File: config.mk
export PLATFORM = sky130hd
export DESIGN_NAME = handshake_arbiter
export DESIGN_NICKNAME = d
export VERILOG_FILES = /design/src/rtl/handshake_arbiter.sv
export SDC_FILE = /design/constraint.sdc
export NUM_CORES = 1
export LEC_CHECK = 0
export CAP_MARGIN = 20
export CELL_PAD_IN_SITES_DETAIL_PLACEMENT = 0
export CELL_PAD_IN_SITES_GLOBAL_PLACEMENT = 1
export CORE_UTILIZATION = 41
export DETAILED_ROUTE_END_ITERATION = 10
export PLACE_DENSITY_LB_ADDON = 0.15
export SETUP_SLACK_MARGIN = 0.2
export SYNTH_ARGS = -nofsm -noshare
export SYNTH_HDL_FRONTEND = slang
export SYNTH_SLANG_ARGS = --single-unit
File: constraint.sdc
create_clock -name clk -period 1.9 [get_ports clk]
set_input_delay 0.57 -clock clk [delete_from_list [all_inputs] [get_ports clk]]
set_output_delay 0.57 -clock clk [all_outputs]
set_load 0.03 [all_outputs]
File: src/rtl/handshake_arbiter.sv
// handshake_arbiter: two-requester four-phase handshake arbiter in front of one shared stage
// Ports:
//   clk, rst            clock; asynchronous active-high reset
//   req_in1, req_in2    four-phase requests from requesters 1 and 2
//   ack_out1, ack_out2  four-phase acknowledges back to requesters 1 and 2
//   req_out, ack_in     four-phase request/acknowledge pair to the shared stage
//   grant               one-hot owner of the shared stage (bit0 = requester 1), 0 when idle
//   busy                high whenever a transaction is in flight
//   timeout_err         sticky flag: stage did not acknowledge within TIMEOUT_CYCLES (0 disables)
// Macro HANDSHAKE_ARBITER_RR_EN: round-robin on simultaneous requests; otherwise requester 1 has priority.
module handshake_arbiter #(
  parameter int TIMEOUT_CYCLES = 255
) (
  input  logic       clk,
  input  logic       rst,
  input  logic       req_in1,
  input  logic       req_in2,
  output logic       ack_out1,
  output logic       ack_out2,
  output logic       req_out,
  input  logic       ack_in,
  output logic [1:0] grant,
  output logic       busy,
  output logic       timeout_err
);
  localparam int CW = ($clog2(TIMEOUT_CYCLES + 1) < 1) ? 1 : $clog2(TIMEOUT_CYCLES + 1);
  typedef enum logic [1:0] {IDLE, REQ, ACK, REL} state_t;
  state_t state, state_n;
  logic [1:0] win, grant_n;
  logic req_out_n, ack1_n, ack2_n, err_n, granted_req;
  logic [CW-1:0] cnt, cnt_n;
`ifdef HANDSHAKE_ARBITER_RR_EN
  logic last2;
  assign win = (req_in1 && req_in2) ? (last2 ? 2'b01 : 2'b10) : {req_in2, req_in1};
  // Reset to "requester 2 granted last" so requester 1 wins the first tie.
  always_ff @(posedge clk or posedge rst)
    if (rst) last2 <= 1'b1;
    else if (state == IDLE && win != 2'b00) last2 <= win[1];
`else
  assign win = req_in1 ? 2'b01 : {req_in2, 1'b0};
`endif
  // Only the owner's request can advance ACK; an early drop during REQ just waits for ack_in.
  assign granted_req = |(grant & {req_in2, req_in1});
  always_comb begin
    state_n = state;
    grant_n = grant;
    req_out_n = req_out;
    ack1_n = ack_out1;
    ack2_n = ack_out2;
    case (state)
      IDLE: if (win != 2'b00) begin
        state_n = REQ;
        grant_n = win;
        req_out_n = 1'b1;
      end
      REQ: if (ack_in) begin
        state_n = ACK;
        ack1_n = grant[0];
        ack2_n = grant[1];
      end
      ACK: if (!granted_req) begin
        state_n = REL;
        req_out_n = 1'b0;
      end
      REL: if (!ack_in) begin
        state_n = IDLE;
        grant_n = 2'b00;
        ack1_n = 1'b0;
        ack2_n = 1'b0;
      end
      default: state_n = IDLE;
    endcase
  end
  // Counter holds the number of completed cycles in REQ; it saturates at all-ones.
  assign cnt_n = (state == IDLE && state_n == REQ) ? '0 :
                 (state == REQ && cnt != '1) ? cnt + 1'b1 : cnt;
  assign err_n = timeout_err | (TIMEOUT_CYCLES != 0 && state == REQ && cnt == CW'(TIMEOUT_CYCLES));
  always_ff @(posedge clk or posedge rst)
    if (rst) begin
      state <= IDLE;
      grant <= 2'b00;
      req_out <= 1'b0;
      ack_out1 <= 1'b0;
      ack_out2 <= 1'b0;
      busy <= 1'b0;
      timeout_err <= 1'b0;
      cnt <= '0;
    end else begin
      state <= state_n;
      grant <= grant_n;
      req_out <= req_out_n;
      ack_out1 <= ack1_n;
      ack_out2 <= ack2_n;
      busy <= state_n != IDLE;
      timeout_err <= err_n;
      cnt <= cnt_n;
    end
endmodule
==> PnR_summary.wiki, run 1 <==
{| class="wikitable"
! Metric !! Value
|-
| Status || complete, no violations
|-
| Leading cell type in the layout, fill and taps excluded || sky130_fd_sc_hd__dfrtp_1
|-
| DRT antenna net count || 0
|-
| Final HPWL DP || 1410 um
|-
| Cell at the root of the clock tree || sky130_fd_sc_hd__clkbuf_4
|-
| Register area share after synthesis || 46.7%
|-
| CP Class || reg2out
|-
| Setup TNS || 0 ns
|-
| Proportion of layout cells with a drive suffix above 1 || 13.6%
|-
| Count of warnings emitted by yosys || 0
|-
| Floorplan die area || 2410 sq um
|-
| Mapped Nets || 98
|-
| Utilization after layout || between 50% and 60%
|-
| Clock tree from TritonCTS || yes
|-
| Internal power summed over all cells || approximately 0.84 mW
|-
| Worst slew pin tran || 0.382 ns
|-
| Starting utilization of the core area || a little under half
|-
| Endpoint arrival time on the critical path || 1.07 ns
|-
| Crit path buf inv count || 1
|-
| Clk sink count || 17
|-
| Clock transition at path regs || 0.10 ns
|-
| Startpoint type of the worst setup path || register
|-
| Final worst clock skew || 0.00167 ns
|-
| Skew-Pair Late Insertion Delay || 0.29 ns
|-
| Minimum period implied by the final worst setup slack || 1.64 ns
|-
| Max-cap viol count || 0
|-
| Detailed-route wire length || 1950 um
|-
| Type of the worst min-delay path || reg2reg
|-
| CP top delay family || buffers and inverters
|-
| Post-synthesis cell count || 92
|-
| Vias/cell || between 5 and 6
|-
| Slack of the worst reg-to-reg path || 0.41 ns
|-
| Antenna violations before repair || 0
|-
| Clock buffers created by TritonCTS || 3
|-
| Total area of multi-input combinational cells || 444 sq um
|-
| Power per cell area || 1340 nW/um^2
|-
| Worst max-slew margin expressed relative to the limit || 74.4%
|-
| Max Clk Rate || 608 MHz
|-
| Count of distinct cell types in the synthesized netlist || 38
|-
| # nets final || approximately 120
|-
| Ant diodes || 0
|-
| Worst Setup End Kind || output pin
|-
| Wire length per cell || ~14 um
|-
| Pins over their slew limit || 0
|-
| Switching power of the nets || 0.634 mW
|-
| Combinational share of power || about 45%
|-
| Maximum level of the CTS H-tree || 1
|-
| Global Route met1 Usage || 26.9%
|-
| Final Cell Area || 1100 sq um
|-
| Lkg Pwr || just under 0.5 nW
|-
| Fill count || 200
|-
| Maximum number of pins on one net before global-route repair || 18
|-
| Seq cells post-synth || 17
|-
| Slowest cell on the critical path || sky130_fd_sc_hd__dlygate4sd2_1
|-
| Count of port buffers added during placement || 11
|-
| Vias after detailed routing || between 700 and 800
|-
| Ordered cell list for the critical path || dlygate4sd2_1
|-
| Final weighted congestion in routability-driven placement || 0.718
|-
| Hold EP || timeout_err$_DFF_PP0_
|-
| Sw Share || 43.1%
|-
| Post-Synthesis Cell Area || slightly above 900 sq um
|-
| Maximum vdd drop || 0.000676 V
|-
| Area inside the core boundary || slightly above 2000 sq um
|-
| Highest-count cells in the layout ignoring fill and taps || sky130_fd_sc_hd__dfrtp_1 (17), sky130_fd_sc_hd__a21oi_1 (8), sky130_fd_sc_hd__buf_4 (7)
|-
| Critical Path Max Stage Delay || around 0.40 ns
|-
| Synthesis-to-finish area growth || 20.6%
|-
| Top Ports || 12
|-
| Crit path setup slack, layout || about 0.26 ns
|-
| Count of cells along the worst register-to-register path || 3
|-
| GR Util All Layers || 19.4%
|-
| Share of power burned in the clock network || 13.5%
|-
| Setup-failing EPs final || 0
|-
| Overall Power || 1.47 mW
|-
| Hold violation total from the final report || 0
|-
| DRC violations left || 0
|-
| Met2 Usage GRT || just under 30%
|-
| Hold path depth || 1
|-
| Number of rows created at floorplan || 16
|-
| Maximum buffer depth of the clock tree || 2
|-
| Die width || approximately 49 um
|-
| Syn_area_per_cell || 9.90 sq um
|-
| Part of the total power dissipated in sequential elements || 41.4%
|-
| DRT Pass-1 Iters || 4
|-
| Area occupied by registers || 425 sq um
|-
| Die H || 49.1 um
|-
| DRC marker count from the first detailed-route iteration || 29
|-
| Fraction of the cycle the final worst path needs || 86.6%
|-
| Gr ovfl total || 0
|-
| Setup Slack @ Placement || 0.0595 ns
|-
| GRT met3 Usage || 3.12%
|-
| Critical Path RT || 1.33 ns
|-
| Hold wc startpoint || timeout_err$_DFF_PP0_
|-
| Startpoint of the worst register-to-register path || state[1]$_DFF_PP0_
|-
| First-pass GRT wire length || 3600 um
|-
| Number of global-route vias before repair || 770
|-
| Most heavily used metal layer in global routing || met2
|-
| Unrepaired setup endpoints after global routing || false
|-
| Area after DPL || about 1100 sq um
|-
| Worst Path Max Fanout || 3
|-
| Terminus of the critical flop-to-flop path || cnt[7]$_DFFE_PP0P_
|}
## repair_timing
action | in CTS | in global routing
buffers inserted | 0 | 0
hold buffers | 0 | 0
gates resized for setup | 7 | 2
endpoints found under the setup margin | 7 | 1
cloned | 0 | 0
endpoints found under the hold margin | 0 | 0
## synthesized netlist by cell type
master / count / area (sq um)
sky130_fd_sc_hd__dfrtp_1: 17 / 425
sky130_fd_sc_hd__nor3_2: 1 / 10.0
sky130_fd_sc_hd__nand4_1: 2 / 12.5
sky130_fd_sc_hd__a41oi_1: 1 / 8.76
sky130_fd_sc_hd__a211oi_1: 2 / 15.0
sky130_fd_sc_hd__o32ai_1: 1 / 8.76
sky130_fd_sc_hd__o21ai_1: 2 / 10.0
sky130_fd_sc_hd__inv_1: 4 / 15.0
sky130_fd_sc_hd__mux2i_1: 1 / 10.0
sky130_fd_sc_hd__a311oi_1: 2 / 17.5
sky130_fd_sc_hd__and2_1: 1 / 6.26
sky130_fd_sc_hd__and3b_1: 1 / 8.76
sky130_fd_sc_hd__o2bb2ai_1: 2 / 17.5
sky130_fd_sc_hd__buf_4: 1 / 7.51
sky130_fd_sc_hd__and4b_1: 2 / 20.0
sky130_fd_sc_hd__nand3_1: 2 / 10.0
sky130_fd_sc_hd__and3_1: 2 / 12.5
sky130_fd_sc_hd__o21ai_0: 2 / 10.0
sky130_fd_sc_hd__a21oi_1: 8 / 40.0
sky130_fd_sc_hd__and4_1: 2 / 17.5
sky130_fd_sc_hd__o2111a_1: 1 / 11.3
sky130_fd_sc_hd__a2bb2oi_1: 1 / 8.76
sky130_fd_sc_hd__o31ai_1: 1 / 7.51
sky130_fd_sc_hd__and2b_4: 1 / 10.0
sky130_fd_sc_hd__nand2b_1: 1 / 6.26
sky130_fd_sc_hd__nand2_1: 6 / 22.5
sky130_fd_sc_hd__a31oi_1: 4 / 25.0
sky130_fd_sc_hd__o211ai_1: 1 / 7.51
sky130_fd_sc_hd__nor2b_1: 2 / 12.5
sky130_fd_sc_hd__a31o_1: 2 / 17.5
sky130_fd_sc_hd__nor2_1: 4 / 15.0
sky130_fd_sc_hd__nor3_1: 4 / 20.0
sky130_fd_sc_hd__buf_2: 3 / 15.0
sky130_fd_sc_hd__a221oi_1: 1 / 8.76
sky130_fd_sc_hd__a22o_1: 1 / 8.76
sky130_fd_sc_hd__ha_1: 1 / 12.5
sky130_fd_sc_hd__a311oi_2: 1 / 15.0
sky130_fd_sc_hd__inv_2: 1 / 3.75
## worst max-delay path by stage
stage / start / endpoint / slack (ns) / cells after the start
4_1_cts: grant[0]$_DFFE_PP0P_ / grant[0] / 0.16 / 1
3_3_place_gp: req_in1 / cnt[3]$_DFFE_PP0P_ / 0.09 / 4
6_report: ack_out1$_DFFE_PP0P_ / ack_out1 / 0.26 / 1
5_1_grt: req_out$_DFFE_PP0P_ / req_out / 0.21 / 1
2_1_floorplan: cnt[0]$_DFFE_PP0P_ / cnt[6]$_DFFE_PP0P_ / 0.58 / 4
3_5_place_dp: req_in1 / cnt[3]$_DFFE_PP0P_ / 0.06 / 4
## logic make-up (layout without fill, tap and decap cells)
family	Yosys count	in the layout	synth area share [%]
compound gates	33	33	26.1
fa+ha+maj	1	1	1.37
buf+inv	9	27	4.53
flops	17	17	46.7
mux	1	1	1.10
simple gates	31	31	20.2
## registers in the layout (all words and copies together), names as in the netlist
register     count
req_out          1
busy             1
grant            2
state            2
timeout_err      1
ack_out2         1
cnt              8
ack_out1         1
## power by group through the flow
stage / clock network, mW / registers [mW] / logic, mW
2_1_floorplan: 0 / 0.664 / 0.411
3_3_place_gp: 0 / 0.615 / 0.704
3_5_place_dp: 0 / 0.620 / 0.709
4_1_cts: 0.207 / 0.609 / 0.672
5_1_grt: 0.220 / 0.628 / 0.740
6_report: 0.198 / 0.609 / 0.664
## cell type report
class / count / share of cell area (%)
Clock buffer: 4 / 2.39
Inverter: 5 / 1.71
Multi-Input combinational cell: 66 / 40.4
Sequential cell: 17 / 38.7
Tap cell: 27 / 3.08
Timing Repair Buffer: 18 / 13.7
## stage by stage
step | hold WS [ns] | std cells
3_3_place_gp | 0.452 | 133
3_5_place_dp | 0.469 | 133
6_report | 0.486 | 137
2_1_floorplan | 0.467 | 92
4_1_cts | 0.489 | 137
5_1_grt | 0.517 | 137
## metal layers
metal	vias up	routed length (um)
met5	-	0
met4	0	15
met3	2	51
met2	9	924
met1	382	956
li1	391	-
(Power assumes the default switching activity.)
==> inputs of run 2 (changes only) <==
--- a/config.mk
+++ b/config.mk
@@ -5,7 +5,7 @@
 export SDC_FILE = /design/constraint.sdc
 export NUM_CORES = 1
 export LEC_CHECK = 0
-export CAP_MARGIN = 20
+export CAP_MARGIN = 30
 export CELL_PAD_IN_SITES_DETAIL_PLACEMENT = 0
 export CELL_PAD_IN_SITES_GLOBAL_PLACEMENT = 1
 export CORE_UTILIZATION = 41
==> results of run 2 <==
Final layout, timing and power as in run 1 (identical DEF).
==> inputs of run 3 (changes only) <==
--- a/config.mk
+++ b/config.mk
@@ -9,8 +9,10 @@
 export CELL_PAD_IN_SITES_DETAIL_PLACEMENT = 0
 export CELL_PAD_IN_SITES_GLOBAL_PLACEMENT = 1
 export CORE_UTILIZATION = 41
+export CTS_CLUSTER_SIZE = 25
 export DETAILED_ROUTE_END_ITERATION = 10
 export PLACE_DENSITY_LB_ADDON = 0.15
+export RECOVER_POWER = 50
 export SETUP_SLACK_MARGIN = 0.2
 export SYNTH_ARGS = -nofsm -noshare
 export SYNTH_HDL_FRONTEND = slang
==> run 3 against run 2 <==
Via count rose by 0.13%. Clock power about the same. Global-route usage did not move. Final cell count unchanged. Critical path depth unchanged. Worst setup slack got worse by 0.0013 ns. Critical endpoint unchanged. Largest power group unchanged.
==> PnR_summary.wiki, run 3 (synthesis results as in run 1) <==
{| class="wikitable"
! Metric !! Value
|-
| Clock buffers created by TritonCTS || 3 (unchanged)
|-
| Clock transition at path regs || 0.10 ns (about the same)
|-
| First-pass GRT wire length || 3600 um (unchanged)
|-
| Unrepaired setup endpoints after global routing || false
|-
| Number of global-route vias before repair || 770 (unchanged)
|-
| Clock tree from TritonCTS || yes
|-
| Vias after detailed routing || 785 (+0.13%)
|-
| Utilization after layout || 54.0% (-0.37 points)
|-
| Gr ovfl total || 0 (unchanged)
|-
| Flip-flop count of the largest register after layout || 8 (unchanged)
|-
| Max-cap viol count || 0 (unchanged)
|-
| Fraction of the cycle the final worst path needs || 86.6% (about the same)
|-
| Area occupied by registers || 425 sq um (unchanged)
|-
| Final Cell Area || 1090 sq um (-0.68%)
|-
| Worst Path Max Fanout || 3 (unchanged)
|-
| Worst Setup End Kind || output pin
|-
| Top Ports || 12 (unchanged)
|-
| CP top delay family || buffers and inverters
|-
| Largest register by flop count || cnt
|-
| Crit path buf inv count || 1 (unchanged)
|-
| Critical Path Max Stage Delay || 0.40 ns (about the same)
|-
| Overall Power || 1.47 mW (-0.11%)
|-
| Worst slew pin tran || 0.921 ns (+0.540 ns)
|-
| Minimum period implied by the final worst setup slack || 1.65 ns (+0.00134 ns)
|-
| Antenna violations before repair || 0 (unchanged)
|-
| Setup-failing EPs final || 0 (unchanged)
|-
| Worst max-slew margin expressed relative to the limit || 38.6% (-36 points)
|-
| Starting utilization of the core area || 45.0% (unchanged)
|-
| Power per cell area || 1350 nW/um^2 (+0.57%)
|-
| Maximum vdd drop || 0.000675 V (-0.11%)
|-
| Max Clk Rate || 608 MHz (about the same)
|-
| Floorplan die area || 2410 sq um (unchanged)
|-
| Status || complete, no violations
|-
| DRT Pass-1 Iters || 4 (unchanged)
|-
| Maximum buffer depth of the clock tree || 2 (unchanged)
|-
| Maximum level of the CTS H-tree || 1 (unchanged)
|-
| DRT antenna net count || 0 (unchanged)
|-
| Die width || 49.1 um (unchanged)
|-
| Cell at the root of the clock tree || sky130_fd_sc_hd__clkbuf_4
|-
| CP Class || reg2out
|-
| Critical Path RT || 1.33 ns (about the same)
|-
| Setup bufs post-CTS || 0 (unchanged)
|-
| Pins over their slew limit || 0 (unchanged)
|-
| Biggest registers after layout || cnt x8, grant x2, state x2
|-
| Count of port buffers added during placement || 11 (unchanged)
|-
| Synthesis-to-finish area growth || 19.8%
|-
| Endpoint arrival time on the critical path || 1.08 ns (about the same)
|-
| Startpoint type of the worst setup path || register
|-
| Ordered cell list for the critical path || dlygate4sd2_1
|-
| Highest-count cells in the layout ignoring fill and taps || sky130_fd_sc_hd__dfrtp_1 (17), sky130_fd_sc_hd__a21oi_1 (8), sky130_fd_sc_hd__nand2_1 (6), sky130_fd_sc_hd__dlygate4sd2_1 (6), sky130_fd_sc_hd__buf_4 (5)
|-
| GR Util All Layers || 19.4% (unchanged)
|-
| Wire length per cell || 14.3 um (+0.41%)
|-
| Area inside the core boundary || 2020 sq um (unchanged)
|-
| Switching power of the nets || 0.635 mW (+0.14%)
|-
| Die H || 49.1 um (unchanged)
|-
| Type of the worst min-delay path || reg2reg
|-
| Number of rows created at floorplan || 16 (unchanged)
|-
| Vias/cell || 5.73 (+0.13%)
|-
| Fill count || 199 (-0.50%)
|-
| Part of the total power dissipated in sequential elements || 41.4% (about the same)
|-
| Total area of multi-input combinational cells || 444 sq um (unchanged)
|-
| Share of power burned in the clock network || 13.5% (about the same)
|-
| Slowest cell on the critical path || sky130_fd_sc_hd__dlygate4sd2_1
|-
| Proportion of layout cells with a drive suffix above 1 || 11.8% (-1.8 points)
|-
| DRC marker count from the first detailed-route iteration || 29 (unchanged)
|-
| DRC violations left || 0 (unchanged)
|-
| Setup TNS || 0 ns (unchanged)
|-
| Combinational share of power || 45.1% (about the same)
|-
| Ant diodes || 0 (unchanged)
|-
| Clk sink count || 17 (unchanged)
|-
| Hold slack || 0.486 ns (+0.0000200 ns)
|-
| Internal power summed over all cells || 0.835 mW (-0.30%)
|-
| Area after DPL || 1080 sq um (unchanged)
|-
| # nets final || 117 (unchanged)
|-
| Leading cell type in the layout, fill and taps excluded || sky130_fd_sc_hd__dfrtp_1
|-
| Skew-Pair Late Insertion Delay || 0.29 ns (about the same)
|-
| Final HPWL DP || 1410 um (unchanged)
|-
| Final weighted congestion in routability-driven placement || 0.718 (unchanged)
|-
| Final worst clock skew || 0.00161 ns (-0.0000616 ns)
|-
| Sw Share || 43.2% (+0.11 points)
|-
| Detailed-route wire length || 1960 um (+0.41%)
|-
| Lkg Pwr || 0.489 nW (-1.4%)
|-
| Hold violation total from the final report || 0 (unchanged)
|-
| Maximum number of pins on one net before global-route repair || 18 (unchanged)
|}
[run 3: power groups by stage]
stage | Combinational, mW | Clock [mW] | Sequential [mW]
after global placement | 0.704 | 0 | 0.615
after CTS | 0.672 | 0.207 | 0.609
final | 0.662 | 0.198 | 0.609
after detailed placement | 0.709 | 0 | 0.620
after global routing | 0.737 | 0.220 | 0.628
after floorplan | 0.411 | 0 | 0.664
[run 3: path summary, 6_finish.rpt]
kind / start / to / slack [ns] / cells after the start
worst max-delay path: ack_out1$_DFFE_PP0P_ / ack_out1 / 0.25 / 1
worst min-delay path: timeout_err$_DFF_PP0_ / timeout_err$_DFF_PP0_ / 0.49 / 1
worst max register to register: state[1]$_DFF_PP0_ / cnt[7]$_DFFE_PP0P_ / 0.41 / 3
worst min register to register: timeout_err$_DFF_PP0_ / timeout_err$_DFF_PP0_ / 0.49 / 1
max in group asynchronous: rst / cnt[6]$_DFFE_PP0P_ / 0.51 / 3
min in group asynchronous: rst / ack_out2$_DFFE_PP0P_ / 0.83 / 3
[run 3: final cells by class]
cell class	count	share of cell area, %
Multi-Input combinational cell	66	40.7
Sequential cell	17	39.0
Timing Repair Buffer	18	13.1
Tap cell	27	3.10
Clock buffer	4	2.41
Inverter	5	1.72
[run 3: stage by stage]
stage               instances  setup WS [ns]
finish                    137          0.254
CTS                       137          0.161
detailed placement        133         0.0595
floorplan                  92          0.577
global placement          133         0.0922
global route              137          0.205
[run 3: repair_timing]
item,4_1_cts,5_1_grt
gates resized for setup,7,2
setup endpoints to repair,7,1
hold buffers,0,0
[run 3: per-layer routing]
layer	track usage (%)	vias up	wire length [um]
met5	0	-	0
li1	-	391	-
met3	3.12	2	51
met4	8.82	0	15
met2	29.5	9	937
met1	26.9	383	951
